==> src/rtl/uart_pkg.sv <==
// Shared constants and capture-FSM state type for the UART receive byte buffer.
package uart_pkg;

  localparam int BYTE_W     = 8;
  localparam int DROP_CNT_W = 8;

  typedef enum logic [0:0] {
    S_IDLE = 1'b0,
    S_ACK  = 1'b1
  } rx_cap_state_t;

endpackage

==> src/rtl/uart_sync_fifo.sv <==
// Synchronous first-word-fall-through FIFO. A push while full is accepted
// only when a pop frees the head slot in the same cycle.
module uart_sync_fifo
  import uart_pkg::*;
#(
  parameter int DEPTH = 16,
  parameter int WIDTH = BYTE_W
) (
  input  logic                       clk,
  input  logic                       rst,
  input  logic                       push,
  input  logic [WIDTH-1:0]           push_data,
  input  logic                       pop_req,
  output logic [WIDTH-1:0]           rd_data,
  output logic                       empty,
  output logic                       full,
  output logic [$clog2(DEPTH):0]     count,
  output logic                       push_drop
);

  localparam int AW    = $clog2(DEPTH);
  localparam int CNT_W = AW + 1;

  logic [WIDTH-1:0] mem_q [DEPTH];
  logic [AW-1:0]    wr_ptr_q, wr_ptr_d;
  logic [AW-1:0]    rd_ptr_q, rd_ptr_d;
  logic [CNT_W-1:0] count_q, count_d;
  logic             push_ok_s;
  logic             pop_ok_s;

  // Status decode, push/pop qualification and next-state for pointers and count.
  always_comb begin
    empty     = (count_q == CNT_W'(0));
    full      = (count_q == CNT_W'(DEPTH));
    pop_ok_s  = pop_req && !empty;
    push_ok_s = push && (!full || pop_ok_s);
    push_drop = push && !push_ok_s;

    if (push_ok_s) begin
      wr_ptr_d = wr_ptr_q + AW'(1);
    end else begin
      wr_ptr_d = wr_ptr_q;
    end

    if (pop_ok_s) begin
      rd_ptr_d = rd_ptr_q + AW'(1);
    end else begin
      rd_ptr_d = rd_ptr_q;
    end

    case ({push_ok_s, pop_ok_s})
      2'b10:   count_d = count_q + CNT_W'(1);
      2'b01:   count_d = count_q - CNT_W'(1);
      default: count_d = count_q;
    endcase

    // Head is forced to zero when empty so the unreset memory never leaks X.
    if (empty) begin
      rd_data = {WIDTH{1'b0}};
    end else begin
      rd_data = mem_q[rd_ptr_q];
    end
  end

  // Storage array; intentionally not reset.
  always_ff @(posedge clk) begin
    if (push_ok_s) begin
      mem_q[wr_ptr_q] <= push_data;
    end
  end

  // Pointer and occupancy registers.
  always_ff @(posedge clk) begin
    if (rst) begin
      wr_ptr_q <= AW'(0);
      rd_ptr_q <= AW'(0);
      count_q  <= CNT_W'(0);
    end else begin
      wr_ptr_q <= wr_ptr_d;
      rd_ptr_q <= rd_ptr_d;
      count_q  <= count_d;
    end
  end

  assign count = count_q;

endmodule

==> src/rtl/uart_rx_fifo.sv <==
// Receiver-side byte buffer: acknowledges each ready byte once, queues it,
// and counts bytes lost to a full FIFO.
module uart_rx_fifo
  import uart_pkg::*;
#(
  parameter int DEPTH = 16,
  parameter int WIDTH = BYTE_W,
  parameter int CNT_W = $clog2(DEPTH) + 1
) (
  input  logic                  clk,
  input  logic                  rst,
  input  logic                  rx_ready,
  input  logic [WIDTH-1:0]      rx_data,
  output logic                  rx_ready_clr,
  output logic                  m_valid,
  output logic [WIDTH-1:0]      m_data,
  input  logic                  m_ready,
  output logic [CNT_W-1:0]      count,
  output logic                  full,
  output logic                  overrun,
  input  logic                  ovr_clr,
  output logic [DROP_CNT_W-1:0] drop_cnt
);

  rx_cap_state_t           state_q, state_d;
  logic                    rx_ready_clr_q, rx_ready_clr_d;
  logic                    overrun_q, overrun_d;
  logic [DROP_CNT_W-1:0]   drop_cnt_q, drop_cnt_d;
  logic                    push_s;
  logic                    push_drop_s;
  logic                    empty_s;

  uart_sync_fifo #(
    .DEPTH (DEPTH),
    .WIDTH (WIDTH)
  ) u_fifo (
    .clk       (clk),
    .rst       (rst),
    .push      (push_s),
    .push_data (rx_data),
    .pop_req   (m_ready),
    .rd_data   (m_data),
    .empty     (empty_s),
    .full      (full),
    .count     (count),
    .push_drop (push_drop_s)
  );

  // Capture FSM: one push per rx_ready level, acknowledge held until it drops.
  always_comb begin
    state_d = state_q;
    push_s  = 1'b0;
    case (state_q)
      S_IDLE: begin
        if (rx_ready) begin
          push_s  = 1'b1;
          state_d = S_ACK;
        end else begin
          state_d = S_IDLE;
        end
      end
      S_ACK: begin
        if (rx_ready) begin
          state_d = S_ACK;
        end else begin
          state_d = S_IDLE;
        end
      end
      default: state_d = S_IDLE;
    endcase
    rx_ready_clr_d = (state_d == S_ACK);
  end

  // Overrun flag and saturating drop counter; a drop outranks a clear.
  always_comb begin
    if (push_drop_s) begin
      overrun_d = 1'b1;
      if (ovr_clr) begin
        drop_cnt_d = DROP_CNT_W'(1);
      end else if (drop_cnt_q != {DROP_CNT_W{1'b1}}) begin
        drop_cnt_d = drop_cnt_q + DROP_CNT_W'(1);
      end else begin
        drop_cnt_d = drop_cnt_q;
      end
    end else if (ovr_clr) begin
      overrun_d  = 1'b0;
      drop_cnt_d = DROP_CNT_W'(0);
    end else begin
      overrun_d  = overrun_q;
      drop_cnt_d = drop_cnt_q;
    end
  end

  // Control and status registers.
  always_ff @(posedge clk) begin
    if (rst) begin
      state_q        <= S_IDLE;
      rx_ready_clr_q <= 1'b0;
      overrun_q      <= 1'b0;
      drop_cnt_q     <= DROP_CNT_W'(0);
    end else begin
      state_q        <= state_d;
      rx_ready_clr_q <= rx_ready_clr_d;
      overrun_q      <= overrun_d;
      drop_cnt_q     <= drop_cnt_d;
    end
  end

  assign m_valid      = !empty_s;
  assign rx_ready_clr = rx_ready_clr_q;
  assign overrun      = overrun_q;
  assign drop_cnt     = drop_cnt_q;

endmodule
==> config.mk <==
export PLATFORM = sky130hd
export DESIGN_NAME = uart_rx_fifo
export DESIGN_NICKNAME = d
export VERILOG_FILES = /design/src/rtl/uart_pkg.sv /design/src/rtl/uart_sync_fifo.sv /design/src/rtl/uart_rx_fifo.sv
export SDC_FILE = /design/constraint.sdc
export NUM_CORES = 1
export LEC_CHECK = 0
export ABC_AREA = 1
export BUFFER_PORTS_ARGS = -buffer_cell sky130_fd_sc_hd__buf_2
export CORE_AREA = 2 2 132 102
export DETAILED_ROUTE_END_ITERATION = 10
export DIE_AREA = 0 0 134 104
export GPL_TIMING_DRIVEN = 0
export PLACE_DENSITY_LB_ADDON = 0.3
export SLEW_MARGIN = 25
export SYNTH_ARGS = -nofsm -noshare
export SYNTH_HDL_FRONTEND = slang
export SYNTH_HIERARCHICAL = 1
export SYNTH_SLANG_ARGS = --single-unit
==> constraint.sdc <==
create_clock -name clk -period 2.1 [get_ports clk]
set_input_delay 0.21 -clock clk [delete_from_list [all_inputs] [get_ports clk]]
set_output_delay 0.21 -clock clk [all_outputs]
set_load 0.03 [all_outputs]
# == Word level (Yosys, flattened, before mapping) ==
# Memory sizes are Yosys's and may differ from the RTL's. A register that Yosys moved wholly into a read port is not among the register bits.
# Index checks and enable logic that the tools add are counted.
# totals
elab_cells,42
ramBits,128
reg_bits,23
n_memories,1
output_inout_bits,25
# memory_table
memory,depth,word_bits,read_ports,rd_clocked_by_memory_dff,wr,line,text
u_fifo.mem_q,16,8,1,1,1,uart_sync_fifo.sv:24,logic [WIDTH-1:0] mem_q [DEPTH];
# classes
eq_ne,4
mux,14
n_reduce_logical,12
add_sub_neg,5
# ops
operator,count
8-bit two-way mux,5
5-bit one-hot mux with 2 select lines,1
"4-bit by 1-bit adder with 4-bit output, second input constant",2
"8-bit by 1-bit adder with 8-bit output, second input constant",1
4-bit two-way mux,2
"8-bit inequality test, second input constant",1
1-bit two-way mux,6
2-bit nonzero test,3
"5-bit by 1-bit adder with 5-bit output, second input constant",1
"5-bit equality test, second input constant",1
5-bit logical NOT,1
"5-bit by 1-bit subtractor with 5-bit output, second input constant",1
1-bit logical AND,3
1-bit logical NOT,3
"2-bit by 1-bit equality test with 1-bit output, second input constant",1
"2-bit equality test, second input constant",1
2-bit AND reduction,1
1-bit logical OR,1

# == Logic depth before layout (Yosys ltp) ==
# depth
word_depth,9
mapped_depth,13
depth_no_buf,13

# == Cells and area by module ==
# Netlist, hierarchy kept.
# modules_own_cells
module,instances,area_per_inst_um2,cells_per_inst,seq_area_each_um2
uart_sync_fifo,1,6113.4,554,4184.0
uart_rx_fifo,1,559.3,84,200.2

# == Worst setup path before layout ==
# Ideal clock, no wire load.
# synth_timing
path_type,register to register
start,register u_fifo.count_q[1] (netlist: u_fifo/count[1])
end,"memory u_fifo/mem_q[0][0] in the netlist's numbering, enable pin"
path_slack_ns,0.038
synth_period_minus_slack_ns,2.062
t_arrival_ns,1.692
path_stages_with_launch,9
cell_sequence,dfxtp_1 > nor2_1 > nand3_1 > inv_1 > nand2_2 > nand2_2 > inv_2 > nand2_2 > nor2_1
# synth_via
word_cells_on_any_way,9
classes_between,1 x eq/ne; 2 x mux; 6 x reduce/logical
# synth_lines
item,line,text
start: declaration,uart_sync_fifo.sv:27,"logic [CNT_W-1:0] count_q, count_d;"
start signal: assignment,uart_sync_fifo.sv:81,count_q <= count_d;
5-bit equality test,uart_sync_fifo.sv:34,full = (count_q == CNT_W'(DEPTH));
via full,uart_rx_fifo.sv:19,"output logic full,"
1-bit logical NOT,uart_sync_fifo.sv:36,push_ok_s = push && (!full || pop_ok_s);
1-bit logical OR,uart_sync_fifo.sv:36,
1-bit logical AND,uart_sync_fifo.sv:36,
1-bit two-way mux,uart_sync_fifo.sv:67,if (push_ok_s) begin
1-bit two-way mux (not written as such),uart_sync_fifo.sv:68,mem_q[wr_ptr_q] <= push_data;
end: declaration,uart_sync_fifo.sv:24,
# The timed path passes the listed nets, and every way through them passes these cells.

# == Worst setup path in the final report ==
# layout_timing
start,register u_fifo.count_q[1] (netlist: u_fifo/count[1])
end,output port m_data[4]
# layout_via
elab_chain_len,2
# layout_lines
item,line,text
5-bit logical NOT,uart_sync_fifo.sv:33,empty = (count_q == CNT_W'(0));
via empty_s,uart_rx_fifo.sv:31,logic empty_s;
8-bit two-way mux,uart_sync_fifo.sv:58,if (empty) begin
end: declaration,uart_rx_fifo.sv:16,"output logic [WIDTH-1:0] m_data,"
# The timed path passes the listed nets, and every way through them passes these cells.

==> results.toml <==
[outcome]
outcome = "finished with violations"
failed_checks = "setup timing"

[min_path]
hp-class = "input pin to flip-flop"
hold_depth = 2
min_from = "rst"

[global_routing]
grt_overflow = 0
grt_max_degree = 17
grt_pass1_vias = 4556
antenna_found_initial = 0
grt.total_usage_pct = 24.5
grt_pass1_wl_um = 25200

[placed_design]
place_ws_ns = -0.175
numPortBuffers = 37
gp_congestion = 0.868
dp_hpwl_um = 10500
placed_area_um2 = 7070

[synth]
yosysWarnings = 6
synth.mux.area_fraction_pct = 0
yosys-top-cells-area = "edfxtp_1 (58%), nand2_1 (11%), nand3_1 (8.3%), dfxtp_1 (8.1%), nor2_1 (2.3%)"
synthSimpleGateAreaFrac_pct = 24.1
ys_seq_area_share_pct = 65.7
netlist_instances = 638
synth_top_area_cell = "edfxtp_1"
ys_types = 31
synth_edf_count = 128
synth_xor_area_share_pct = 0.525
synthArstFlopShare_pct = 0
syn_area_um2 = 6670
synth_top_family_by_area = "simple AND/OR/NAND/NOR gates"
synthFlopType = "edfxtp_1"
synth_compound_gate_area_share_pct = 3.04
synthDominantCellAreaShare_pct = 57.6
synth-seq-cells = 155
synth-adder-area-share_pct = 1.99
synthesis.nets = 661
synth.avg_cell_area_um2 = 10.5

[final_layout]
diodes = 0
syn_to_final_growth_pct = 21.4
finish.instance_area_um2 = 8100
drive_above_1_share_pct = 22.9
fin_nets = 723

[setup_path]
crit_arrival_ns = 1.99
endpoint_kind = "output pin"
cp_cell_sequence = "nor2_2 > nand3_2 > clkinv_1 > a21oi_1 > buf_4"
cp-start-kind = "flip-flop"
r2r_start = "u_fifo/count[1]"
r2r_cells = 8
cp_max_fo = 9
worstSetupPathType = "flip-flop to output pin"
required_ns = 1.89
crit_slowest_cell = "dfxtp_1"
crit_start = "u_fifo/count[1]"
critPathMaxStageDelay_ns = 0.43

[clock_network]
cts_tree = "yes"
root_buffer = "clkbuf_16"
clkTransAtPathRegs_ns = 0.06
cts.sinks = 155
cts_buffers = 17
htreeDepth = 4
clock_path_buffers = 2
clock_latency_ns = 0.42

[sta]
fmax_mhz = 456
period_minus_slack_ns = 2.20
finalSetupViolations = 2
fin_ws_ns = -0.0953
rsz0062_at_grt = "true"
skew_ns = 0.00505
relSlewSlack_pct = 59.8
final_hold_viol_count = 0
post-route-period-util_pct = 105
maxSlewViolCount = 0
tightest_slew_ns = 0.602

[detailed_routing]
vias = 4973
antenna_left = 0
drt_pass1_iterations = 5
drtIter0Drc = 649
wl_um = 16900
avgRoutedWirePerCell_um = 19.1
drc = 0
vias_per_cell = 5.63

[pwr]
vdd_drop_max_uv = 675
powerDensity_nw_per_um2 = 1220
p_leak_nw = 3.11

[job]
max_cap_viol_count = 0

[die]
num_rows = 36
die_x_um = 134
core_um2 = 12700
initial_core_util_pct = 52.7
dieArea_um2 = 13900
fp.dieH_um = 104
io_pins = 38
[flip-flops by register name (all words and copies together), names as in the netlist, named ones only]
name,count
u_fifo/count,5
u_fifo/mem_q,128
overrun,1
rx_ready_clr,1
u_fifo/wr_ptr_q,4
u_fifo/rd_ptr_q,4
drop_cnt,8
[cells by family (layout without fill, tap and decap cells)]
group,Yosys count,after routing
adders and majority gates,10,10
xor gates and xnor gates,4,4
and+or+nand+nor,368,368
buffers and inverters,62,136
DFF,155,155
AOI/OAI and AO/OA,39,39
[cells in the final DEF, fill, tap and decap left out, types with 2 or more instances in the layout]
cell | Yosys | routed
a21oi_1 | 26 | 21
a21oi_2 | 1 | 6
buf_12 | 0 | 2
buf_2 | 12 | 30
buf_4 | 0 | 12
buf_6 | 8 | 10
buf_8 | 0 | 5
bufinv_16 | 0 | 4
clkbuf_1 | 4 | 4
clkbuf_16 | 0 | 20
clkbuf_2 | 0 | 2
clkbuf_4 | 0 | 2
clkinv_2 | 0 | 2
clkinvlp_4 | 0 | 4
dfxtp_1 | 27 | 26
edfxtp_1 | 128 | 128
ha_1 | 9 | 9
inv_1 | 31 | 29
inv_2 | 4 | 4
inv_6 | 0 | 2
nand2_1 | 195 | 186
nand2_2 | 8 | 17
nand2_4 | 3 | 3
nand3_1 | 111 | 98
nand3_2 | 1 | 12
nand3_4 | 1 | 3
nand4_1 | 3 | 3
nor2_1 | 41 | 24
nor2_2 | 2 | 15
nor2_4 | 1 | 5
o21ai_0 | 10 | 10
xor2_1 | 3 | 3
[final timing paths]
path,to,slack [ns]
hold reg to reg,overrun,0.47
hold / removal,drop_cnt[4],0.09
setup / recovery,m_data[4],-0.1
setup reg to reg,u_fifo/mem_q[14][6],0.06
[critical path: cells and delay by family (launching register included)]
kind | cells | cell delay (ns)
DFF | 1 | 0.43
and+or+nand+nor | 2 | 0.17
AOI/OAI and AO/OA | 1 | 0.36
buffers and inverters | 2 | 0.60
[routing by layer]
| layer | vias up | track usage, % | part of all wire, % |
|---|---|---|---|
| li1 | 2309 | - | - |
| met1 | 2364 | 35.8 | 41 |
| met2 | 276 | 36.2 | 47 |
| met3 | 24 | 6.29 | 11 |
| met4 | 0 | 7.75 | 1.3 |
| met5 | - | 0 | 0 |
[synth_stat cells (3+ instances only)]
cell,number
nand3_1,111
inv_2,4
buf_2,12
nand4_1,3
ha_1,9
inv_1,31
buf_6,8
o21ai_0,10
nand2_1,195
xor2_1,3
nor2_1,41
nand2_2,8
a21oi_1,26
dfxtp_1,27
clkbuf_1,4
nand2_4,3
edfxtp_1,128
[where the power goes]
group	switching, mW	leakage (nW)	internal [mW]
Clock	1.17	0.286	1.98
Combinational	2.01	1.45	1.14
Sequential	0.109	1.38	3.45
[per-stage QoR]
stage | cells | util (%) | power, mW | hold WS, ns | TNS [ns]
2_1_floorplan | 638 | - | 5.43 | 0.272 | 0
3_3_place_gp | 846 | 55.9 | 6.11 | 0.429 | -3.27
3_5_place_dp | 846 | 55.9 | 6.17 | 0.433 | -9.16
4_1_cts | 879 | 62.0 | 9.52 | 0.0749 | -4.27
5_1_grt | 883 | 64.0 | 10.3 | 0.109 | -1.18
6_report | 883 | 64.0 | 9.86 | 0.0944 | -0.114
[area by class of cell]
class / count / area (µm²)
flip-flops and latches: 155 / 4390
well taps: 171 / 214
inverters: 37 / 150
fillers: 949 / 4550
multi-input cells: 421 / 2160
plain buffers: 25 / 265
repair buffers: 43 / 317
clock buffers: 20 / 437
clock inverters: 11 / 170
[repair_timing]
action,4_1_cts,5_1_grt
setup endpoints to repair,127,58
buffers inserted,0,1
hold endpoints to repair,1,0
hold buffers,1,0
cloned,1,3
pin swaps,2,10
gates resized for setup,53,49
Note: power is estimated with default switching activity, not from simulation.
